**src/rtl/cdb_slot_scheduler_if.sv**
```systemverilog
// Common data bus scheduler interface: requests and grants from the functional
// units, plus the registered view of which source owns the CDB each cycle.
interface cdb_slot_scheduler_if;
  logic       Req_Int0, Req_Int1, Req_LS;
  logic       Req_Mult, Req_Div;
  logic [4:0] Mult_Tag, Div_Tag;
  logic       Flush;
  logic       Grant_Int0, Grant_Int1, Grant_LS, Grant_Mult, Grant_Div;
  logic [2:0] CDB_Src;
  logic [4:0] CDB_Long_Tag;
  logic [3:0] Resv_Count;

  // Requester side: functional units and the flush source.
  modport master (
    output Req_Int0, Req_Int1, Req_LS, Req_Mult, Req_Div, Mult_Tag, Div_Tag, Flush,
    input  Grant_Int0, Grant_Int1, Grant_LS, Grant_Mult, Grant_Div,
    input  CDB_Src, CDB_Long_Tag, Resv_Count
  );

  // Scheduler side.
  modport slave (
    input  Req_Int0, Req_Int1, Req_LS, Req_Mult, Req_Div, Mult_Tag, Div_Tag, Flush,
    output Grant_Int0, Grant_Int1, Grant_LS, Grant_Mult, Grant_Div,
    output CDB_Src, CDB_Long_Tag, Resv_Count
  );
endinterface

```
**src/rtl/cdb_slot_scheduler.sv**
```systemverilog
// CDB slot scheduler. Long-latency units (Mult/Div) book their future CDB
// write slot at grant time in a shifting reservation vector; single-cycle
// units share whatever slots are left via a 3-way round-robin.
// Legal only for DIV_LAT > MULT_LAT >= 2.
module cdb_slot_scheduler #(
  parameter int MULT_LAT = 4,
  parameter int DIV_LAT  = 8
) (
  input logic                Clk,
  input logic                Rst,
  cdb_slot_scheduler_if.slave bus
);
  typedef struct packed {
    logic       vld;
    logic [4:0] tag;
    logic       is_div;
  } resv_t;

  // resv[k] describes the CDB slot k cycles after the current one.
  resv_t [DIV_LAT-1:1] resv, resv_nxt;
  logic  [3:0]         cnt_nxt;
  logic  [1:0]         rr;
  logic  [2:0]         sc_req, sc_gnt;
  logic  [1:0]         sc_idx;
  logic                sc_any, sc_ok;
  logic  [2:0]         j;
  logic                gnt_mult, gnt_div;

  // Long-latency grants: Mult needs its slot free after the shift; the Div slot
  // is never targeted by anyone else so it only yields to flush/reset.
  assign gnt_mult = bus.Req_Mult & ~bus.Flush & ~Rst & ~resv[MULT_LAT].vld;
  assign gnt_div  = bus.Req_Div  & ~bus.Flush & ~Rst;

  assign sc_req = {bus.Req_LS, bus.Req_Int1, bus.Req_Int0};
  assign sc_ok  = ~bus.Flush & ~Rst & ~resv[1].vld;

  // Round-robin pick among single-cycle requesters, search starting at rr.
  always_comb begin
    sc_any = 1'b0;
    sc_idx = 2'd0;
    j      = 3'd0;
    for (int i = 0; i < 3; i++) begin
      j = {1'b0, rr} + 3'(i);
      if (j >= 3'd3) j = j - 3'd3;
      if (!sc_any && sc_ok && sc_req[j[1:0]]) begin
        sc_any = 1'b1;
        sc_idx = j[1:0];
      end
    end
    sc_gnt = sc_any ? (3'b001 << sc_idx) : 3'b000;
  end

  assign bus.Grant_Int0 = sc_gnt[0];
  assign bus.Grant_Int1 = sc_gnt[1];
  assign bus.Grant_LS   = sc_gnt[2];
  assign bus.Grant_Mult = gnt_mult;
  assign bus.Grant_Div  = gnt_div;

  // Next reservation vector: shift toward slot 1, then drop in new bookings.
  // The Mult target slot is known free here, so the overwrite loses nothing.
  always_comb begin
    resv_nxt = '0;
    for (int k = 1; k < DIV_LAT - 1; k++) resv_nxt[k] = resv[k+1];
    if (gnt_mult) resv_nxt[MULT_LAT-1] = '{vld: 1'b1, tag: bus.Mult_Tag, is_div: 1'b0};
    if (gnt_div)  resv_nxt[DIV_LAT-1]  = '{vld: 1'b1, tag: bus.Div_Tag,  is_div: 1'b1};
    if (bus.Flush) resv_nxt = '0;
    cnt_nxt = '0;
    for (int k = 1; k < DIV_LAT; k++) cnt_nxt = cnt_nxt + 4'(resv_nxt[k].vld);
  end

  // State and registered CDB ownership; a booked long-latency slot always wins.
  always_ff @(posedge Clk or posedge Rst) begin
    if (Rst) begin
      resv             <= '0;
      rr               <= 2'd0;
      bus.CDB_Src      <= 3'd0;
      bus.CDB_Long_Tag <= 5'd0;
      bus.Resv_Count   <= 4'd0;
    end else begin
      resv           <= resv_nxt;
      bus.Resv_Count <= cnt_nxt;
      if (sc_any) rr <= (sc_idx == 2'd2) ? 2'd0 : sc_idx + 2'd1;
      if (bus.Flush) begin
        bus.CDB_Src      <= 3'd0;
        bus.CDB_Long_Tag <= 5'd0;
      end else if (resv[1].vld) begin
        bus.CDB_Src      <= resv[1].is_div ? 3'd5 : 3'd4;
        bus.CDB_Long_Tag <= resv[1].tag;
      end else if (sc_any) begin
        bus.CDB_Src      <= {1'b0, sc_idx} + 3'd1;
        bus.CDB_Long_Tag <= 5'd0;
      end else begin
        bus.CDB_Src      <= 3'd0;
        bus.CDB_Long_Tag <= 5'd0;
      end
    end
  end
endmodule

```
**src/flat_wrapper.sv**
```systemverilog
// flat-port wrapper written by rule: the top's interface ports become plain ports
module cdb_slot_scheduler_flat 
#(
  parameter int MULT_LAT = 4,
  parameter int DIV_LAT  = 8
)
  (Clk, Rst, bus_Req_Int0, bus_Req_Int1, bus_Req_LS, bus_Req_Mult, bus_Req_Div, bus_Mult_Tag, bus_Div_Tag, bus_Flush, bus_Grant_Int0, bus_Grant_Int1, bus_Grant_LS, bus_Grant_Mult, bus_Grant_Div, bus_CDB_Src, bus_CDB_Long_Tag, bus_Resv_Count);
  cdb_slot_scheduler_if bus_i ();
  input logic Clk;
  input logic Rst;
  input wire logic [$bits(bus_i.Req_Int0)-1:0] bus_Req_Int0;
  input wire logic [$bits(bus_i.Req_Int1)-1:0] bus_Req_Int1;
  input wire logic [$bits(bus_i.Req_LS)-1:0] bus_Req_LS;
  input wire logic [$bits(bus_i.Req_Mult)-1:0] bus_Req_Mult;
  input wire logic [$bits(bus_i.Req_Div)-1:0] bus_Req_Div;
  input wire logic [$bits(bus_i.Mult_Tag)-1:0] bus_Mult_Tag;
  input wire logic [$bits(bus_i.Div_Tag)-1:0] bus_Div_Tag;
  input wire logic [$bits(bus_i.Flush)-1:0] bus_Flush;
  output wire logic [$bits(bus_i.Grant_Int0)-1:0] bus_Grant_Int0;
  output wire logic [$bits(bus_i.Grant_Int1)-1:0] bus_Grant_Int1;
  output wire logic [$bits(bus_i.Grant_LS)-1:0] bus_Grant_LS;
  output wire logic [$bits(bus_i.Grant_Mult)-1:0] bus_Grant_Mult;
  output wire logic [$bits(bus_i.Grant_Div)-1:0] bus_Grant_Div;
  output wire logic [$bits(bus_i.CDB_Src)-1:0] bus_CDB_Src;
  output wire logic [$bits(bus_i.CDB_Long_Tag)-1:0] bus_CDB_Long_Tag;
  output wire logic [$bits(bus_i.Resv_Count)-1:0] bus_Resv_Count;
  assign bus_i.Req_Int0 = bus_Req_Int0;
  assign bus_i.Req_Int1 = bus_Req_Int1;
  assign bus_i.Req_LS = bus_Req_LS;
  assign bus_i.Req_Mult = bus_Req_Mult;
  assign bus_i.Req_Div = bus_Req_Div;
  assign bus_i.Mult_Tag = bus_Mult_Tag;
  assign bus_i.Div_Tag = bus_Div_Tag;
  assign bus_i.Flush = bus_Flush;
  assign bus_Grant_Int0 = bus_i.Grant_Int0;
  assign bus_Grant_Int1 = bus_i.Grant_Int1;
  assign bus_Grant_LS = bus_i.Grant_LS;
  assign bus_Grant_Mult = bus_i.Grant_Mult;
  assign bus_Grant_Div = bus_i.Grant_Div;
  assign bus_CDB_Src = bus_i.CDB_Src;
  assign bus_CDB_Long_Tag = bus_i.CDB_Long_Tag;
  assign bus_Resv_Count = bus_i.Resv_Count;
  cdb_slot_scheduler #(.MULT_LAT(MULT_LAT), .DIV_LAT(DIV_LAT)) u_core (.Clk(Clk), .Rst(Rst), .bus(bus_i));
endmodule
```
**config.mk**
```make
export PLATFORM = sky130hd
export DESIGN_NAME = cdb_slot_scheduler_flat
export DESIGN_NICKNAME = d
export VERILOG_FILES = /design/src/rtl/cdb_slot_scheduler_if.sv /design/src/rtl/cdb_slot_scheduler.sv /design/src/flat_wrapper.sv
export SDC_FILE = /design/constraint.sdc
export NUM_CORES = 1
export LEC_CHECK = 0
export CAP_MARGIN = 20
export CORE_AREA = 2 2 85 62
export DETAILED_ROUTE_END_ITERATION = 7
export DIE_AREA = 0 0 87 64
export HOLD_SLACK_MARGIN = 0.08
export PLACE_DENSITY = 0.76
export SLEW_MARGIN = 20
export SYNTH_ARGS = -nofsm -noshare
export SYNTH_HDL_FRONTEND = slang
export SYNTH_SLANG_ARGS = --single-unit
```
**constraint.sdc**
```tcl
create_clock -name Clk -period 5 [get_ports Clk]
set_clock_uncertainty 0.2 [all_clocks]
set_input_delay 1.5 -clock Clk [delete_from_list [all_inputs] [get_ports Clk]]
set_output_delay 1.5 -clock Clk [all_outputs]
set_load 0.02 [all_outputs]
```
After elaboration in Yosys (flattened, before gate mapping):

Index checks and enable logic that the tools add are counted.

* output and inout bits: 17
* input bits: 18
* flip-flop bits (word level): 63
* logic and storage cells: 90

* mux-type cells: 26
* bitwise operators: 11
* $lt $le $gt $ge: 6
* reductions and logical operators: 7
* add/sub/neg operators: 13
* shift-type cells: 1
* equal/unequal tests: 1

Operator list (number)
* $mux W49: 1
* $add A4 B1 Y4: 5
* $mux W2: 7
* $mux W7: 2
* $mux W3: 4
* $mux W5: 2
* $lt A2 B3 Y1 const B: 3
* $and A1 B1 Y1: 7
* $mux W1: 7
* $add A2 B1 Y3 const B: 2
* $bmux W1 S2: 3
* $ge A3 B2 Y1 const B: 2
* $sub A2 B2 Y2 const B: 3
* $logic_and A1 B1 Y1: 5
* $not A1 Y1: 4
* $add A2 B2 Y3 const B: 1
* $shl A1 B2 Y3 const A: 1
* $add A1 B1 Y2: 1
* $add A2 B1 Y2 const B: 1
* $eq A2 B2 Y1 const B: 1
* $ge A2 B2 Y1 const B: 1
* $logic_not A1 Y1: 2

Longest topological paths before layout:

* word-level depth: 18
* mapped depth: 12
* mapped depth without buffers: 10

Least setup slack after synthesis:

No wires, ideal clock.

* kind: input -> register
* from: in Rst
* to: reg u_core.bus.Resv_Count[2]
* stages on the path: 10
* data arrival time: 4.886 ns
* path slack: -0.209 ns
* data required time: 4.677 ns
* buffers on the path: 0
* path through: inv_1 > a21oi_1 > or2_2 > fa_1 > fa_1 > inv_1 > ha_1 > inv_1 > fa_1 > xnor2_1

* cells in the longest elaborated chain, start to end: 10
* elaborated cells on any way between the ends: 12

Ends and longest elaborated chain
* start, declared: RTL line flat_wrapper.sv:10 `input logic Rst;`
* $not A1 Y1 (*): RTL line cdb_slot_scheduler.sv:31, cdb_slot_scheduler.sv:32
* $and A1 B1 Y1 (2 in series): RTL line cdb_slot_scheduler.sv:31 `assign gnt_mult = bus.Req_Mult & ~bus.Flush & ~Rst & ~resv[MULT_LAT].vld;`
* $mux W7: RTL line cdb_slot_scheduler.sv:64 `if (gnt_mult) resv_nxt[MULT_LAT-1] = '{vld: 1'b1, tag: bus.Mult_Tag, is_div: 1'b0};`
* $mux W49 (*): RTL line cdb_slot_scheduler.sv:66 `if (bus.Flush) resv_nxt = '0;`
* $add A4 B1 Y4 (4 in series): RTL line cdb_slot_scheduler.sv:68 `for (int k = 1; k < DIV_LAT; k++) cnt_nxt = cnt_nxt + 4'(resv_nxt[k].vld);`
* $add A4 B1 Y4 (*): RTL line cdb_slot_scheduler.sv:68
* net u_core.cnt_nxt[2]: RTL line cdb_slot_scheduler.sv:21 `logic [3:0] cnt_nxt;`
* end signal, assigned: RTL line cdb_slot_scheduler.sv:81 `bus.Resv_Count <= cnt_nxt;`
* end, declared: RTL line cdb_slot_scheduler_if.sv:24 `output CDB_Src, CDB_Long_Tag, Resv_Count`

The timed path passes the listed nets; every way through them passes the cells marked *.
A chain may end at the register's enable or synchronous reset.

Final worst setup path:

* from: in bus_Flush
* to: out bus_Grant_Int1

* cells in the longest elaborated chain, start to end: 15
* elaborated cells on any way between the ends: 18

Ends and longest elaborated chain
* start, declared: RTL line flat_wrapper.sv:18 `input wire logic [$bits(bus_i.Flush)-1:0] bus_Flush;`
* $not A1 Y1 (*): RTL line cdb_slot_scheduler.sv:35 `assign sc_ok = ~bus.Flush & ~Rst & ~resv[1].vld;`
* $and A1 B1 Y1 (*) (2 in series): RTL line cdb_slot_scheduler.sv:35
* $logic_and A1 B1 Y1: RTL line cdb_slot_scheduler.sv:45 `if (!sc_any && sc_ok && sc_req[j[1:0]]) begin`
* $mux W1: RTL line cdb_slot_scheduler.sv:45
* $logic_not A1 Y1: RTL line cdb_slot_scheduler.sv:45
* $logic_and A1 B1 Y1 (2 in series): RTL line cdb_slot_scheduler.sv:45
* $mux W1: RTL line cdb_slot_scheduler.sv:45
* $logic_not A1 Y1: RTL line cdb_slot_scheduler.sv:45
* $logic_and A1 B1 Y1 (2 in series): RTL line cdb_slot_scheduler.sv:45
* $mux W2: RTL line cdb_slot_scheduler.sv:45
* $shl A1 B2 Y3: RTL line cdb_slot_scheduler.sv:50 `sc_gnt = sc_any ? (3'b001 << sc_idx) : 3'b000;`
* $mux W3 (*): RTL line cdb_slot_scheduler.sv:50
* end, declared: RTL line flat_wrapper.sv:20 `output wire logic [$bits(bus_i.Grant_Int1)-1:0] bus_Grant_Int1;`

Every way passes the cells marked *; elsewhere a longest branch is shown, timed or not.

==> qor_table.md <==
| Parameter | Value |
|---|---|
| Category of the critical setup timing path | in -> out |
| Share of power burned in combinational logic | 0.260 |
| Fraction of layout instances using a drive strength above 1 | 0.1875 |
| Number of maximum-capacitance constraint violations | 0 |
| Most used DFF post-synth | sky130_fd_sc_hd__dfrtp_1 |
| Share of power burned in registers | 0.427 |
| Quantity of I/O buffers inserted on ports | 34 |
| Final Hold Viols | 0 |
| Fin cells | 313 |
| Kind of start point of the critical path | input pin |
| Number of buffers added to fix hold violations after cts | 0 |
| Clock tree from TritonCTS | built |
| Seq. cell area | 1476 sq um |
| Total power per unit cell area | 376.0 nW/um^2 |
| Total area of multi-input combinational cells | 904.6 sq um |
| H-tree levels | 3 |
| CP arrival | 3.21 ns |
| Final routed wirelength across all metal layers | 3830 um |
| CTS buffer count | 9 |
| Worst r2r src | u_core.resv[21] |
| Cell-internal power | 0.0008553 W |
| Switch share | 0.2784 |
| Final ANT Viol Nets | 0 |
| Routed WL per cell | 12.24 um |
| Clock sink count | 59 |
| Ant diodes | 0 |
| Global placement routability congestion | 0.8580 |
| Setup WS post-layout | 0.09248 ns |
| Final Setup Violations | 0 |
| Vias after detailed routing | 1503 |
| Critical path cell sequence | dlygate4sd2_1 -> or3_4 -> nor4b_4 -> nand2_1 -> and2_4 -> ha_1 -> and2_1 -> buf_4 |
| Number of global-route vias before repair | 1471 |
| Netlist cell types | 31 |
| Skew-Pair Late Insertion Delay | 0.32 ns |
| Worst-path maximum fanout | 4 |
| Cell area after synthesis | 2447 sq um |
| Worst hold path stage count | 1 |
| Placement Setup Slack | -0.5397 ns |
| Ratio of routed vias to standard cells | 4.802 |
| Crit path capture type | output pin |
| Worst r2r path cells | 9 |
| Num rows | 21 |
| Actual transition at the worst max-transition pin | 0.7197 ns |
| Maximum VDD drop | 218.3 uV |
| Final worst path period share | 0.9815 |
| Number of remaining DRC errors | 0 |
| Initial core utilization | 0.5204 |
| Post-CTS Setup Repair Bufs | 0 |
| CTS Root Cell | sky130_fd_sc_hd__clkbuf_8 |
| Wire length of the first global-routing pass | 6637 um |
| Final total negative setup slack | 0 ns |
| Number of antenna violations at the first check in global routing | 0 |
| Yosys warning count | 0 |
| Worst-path cell with the longest stage delay | sky130_fd_sc_hd__or3_4 |
| Share of flip-flops with an asynchronous set or reset after synthesis | 1.000 |
| Most common cell after layout, fill and taps aside | sky130_fd_sc_hd__dfrtp_1 |
| Result of the run | finished, final reports clean |
| Overall routing resource usage | 0.1617 |
| Post-synthesis register bit count | 59 |
| Tmin final | 4.908 ns |
| Highest-count cells in the layout ignoring fill and taps | 59 x sky130_fd_sc_hd__dfrtp_1, 34 x sky130_fd_sc_hd__nor2b_1, 25 x sky130_fd_sc_hd__clkdlybuf4s50_1 |
| Worst min-delay path class | reg -> reg |
| Area contributors post-synth | sky130_fd_sc_hd__dfrtp_1 60%, sky130_fd_sc_hd__nor2b_1 8.7%, sky130_fd_sc_hd__ha_1 5.1% |
| Required time of the worst setup path | 3.30 ns |
| Fin nets | 282 |
| Launch point of the critical path | bus_Flush |
| Proportion of power drawn by the clock network | 0.314 |
| Number of enable-type register cells in the synthesized netlist | 0 |
| Synth Instances | 195 |
| Crit-path max cell delay | 0.40 ns |
| Unrepaired setup endpoints after global routing | no |
| Sequential-to-total area share from yosys stat | 0.6033 |
| Leakage dissipation | 1.578 nW |
| Detailed-router iteration count before antenna repair | 4 |
| Full die area | 5568 sq um |
| Total congestion overflow | 0 |
| Horiz. Die Dim | 87 um |
| Boundary pin count | 35 |
| Pin count of the biggest net entering global routing | 60 |
| FMAX | 0.2038 GHz |
| Average size of a mapped cell | 12.55 sq um |
| Final Max Slew Viols | 0 |
| Clock slew at reported path FFs | 0.06 ns |
| Fraction of the core area covered by cells at the end of the flow | 0.6701 |
| Top-area cell type share of the netlist area | 0.6033 |
| Number of fill cells | 343 |
| Biggest area consumer among synthesized cells | sky130_fd_sc_hd__dfrtp_1 |
| Worst max-slew margin expressed relative to the limit | 0.5202 |
| Vert. Die Dim | 64 um |
| Switching power | 0.0003300 W |
| Maximum number of buffers from clock root to sink | 2 |
| Synthesized netlist net count | 226 |
| Launch instance of the worst min-delay path | u_core.resv[2] |
| Synth-to-layout area growth | 28.78% |
| Core Footprint | 4703 sq um |
| Placed wire-length estimate | 2584 um |
| Cell Count Post-Placement | 297 |
| Number of DRC markers after the initial detailed-route iteration | 44 |
-- final cells by class --
cell class | instances | area share
Sequential cell | 59 | 0.4684
Clock inverter | 5 | 0.008734
Multi-Input combinational cell | 115 | 0.2870
Tap cell | 57 | 0.02263
Clock buffer | 11 | 0.04803
Inverter | 14 | 0.01786
Timing Repair Buffer | 52 | 0.1473
-- logic make-up after synthesis --
| logic type | synth area share |
|---|---|
| and+or+nand+nor | 0.2086 |
| DFF | 0.6033 |
| buffers and inverters | 0.03732 |
| AOI/OAI and AO/OA | 0.03426 |
| adders and majority gates | 0.07567 |
| muxes | 0.03732 |
| xor gates and xnor gates | 0.003579 |
-- worst paths after layout --
path | slack (ns) | end
min in group asynchronous | 1.60 | u_core.resv[16]
max | 0.09 | bus_Grant_Int1
max in group asynchronous | 2.53 | u_core.resv[18]
min reg2reg | 0.25 | u_core.bus.CDB_Long_Tag[1]
min | 0.25 | u_core.bus.CDB_Long_Tag[1]
max reg2reg | 2.12 | u_core.bus.Resv_Count[2]
-- power by group through the flow --
stage | Sequential (W) | Combinational, W | Clock (W)
floorplan | 0.000519 | 0.000178 | 0
global placement | 0.000514 | 0.000286 | 0
detailed placement | 0.000515 | 0.000288 | 0
CTS | 0.000506 | 0.000299 | 0.000385
global route | 0.000507 | 0.000338 | 0.000411
finish | 0.000506 | 0.000308 | 0.000372
-- what timing repair did --
item | CTS | global route
gates resized for setup | 20 | 4
setup endpoints to repair | 5 | 3
pin swaps | 5 | 3
gates cloned | 0 | 0
-- layer usage --
| metal | wire, um | share of wire | GRT usage |
|---|---|---|---|
| met5 | 0 | 0 | 0 |
| met3 | 214 | 0.056 | 0.06202 |
| met1 | 1795 | 0.47 | 0.2097 |
| met2 | 1768 | 0.46 | 0.2376 |
| met4 | 51 | 0.013 | 0.08008 |
-- registers in the layout, indices dropped and copies added (netlist names) --
signal / flops
u_core.bus.CDB_Src: 3
u_core.bus.Resv_Count: 4
u_core.rr: 2
u_core.resv: 45
u_core.bus.CDB_Long_Tag: 5
-- per-stage QoR --
stage	instance area, sq um	total power [W]	hold WS (ns)
floorplan	2451	0.0006972	0.2277
global placement	2959	0.0008001	0.2305
detailed placement	2959	0.0008032	0.2322
CTS	3136	0.001190	0.2467
global route	3152	0.001257	0.2687
finish	3152	0.001185	0.2452
-- cell usage after synthesis, types with 2 or more instances --
master,number
sky130_fd_sc_hd__nor3_1,3
sky130_fd_sc_hd__dfrtp_1,59
sky130_fd_sc_hd__nor2b_1,34
sky130_fd_sc_hd__and2_1,14
sky130_fd_sc_hd__nand3b_1,4
sky130_fd_sc_hd__clkbuf_1,4
sky130_fd_sc_hd__a211o_1,2
sky130_fd_sc_hd__nand2b_1,2
sky130_fd_sc_hd__nand2_1,6
sky130_fd_sc_hd__mux2i_1,8
sky130_fd_sc_hd__nor3b_1,4
sky130_fd_sc_hd__a21oi_1,4
sky130_fd_sc_hd__inv_1,14
sky130_fd_sc_hd__nor4b_4,2
sky130_fd_sc_hd__nor2_1,7
sky130_fd_sc_hd__ha_1,10
sky130_fd_sc_hd__o21ai_0,2
sky130_fd_sc_hd__fa_1,3
-- worst max-delay path, delay by kind of cell --
family / cells / cell delay (ns)
fa+ha+maj: 1 / 0.17
buf+inv: 2 / 0.41
simple gates: 5 / 1.13
(Power assumes the default switching activity.)
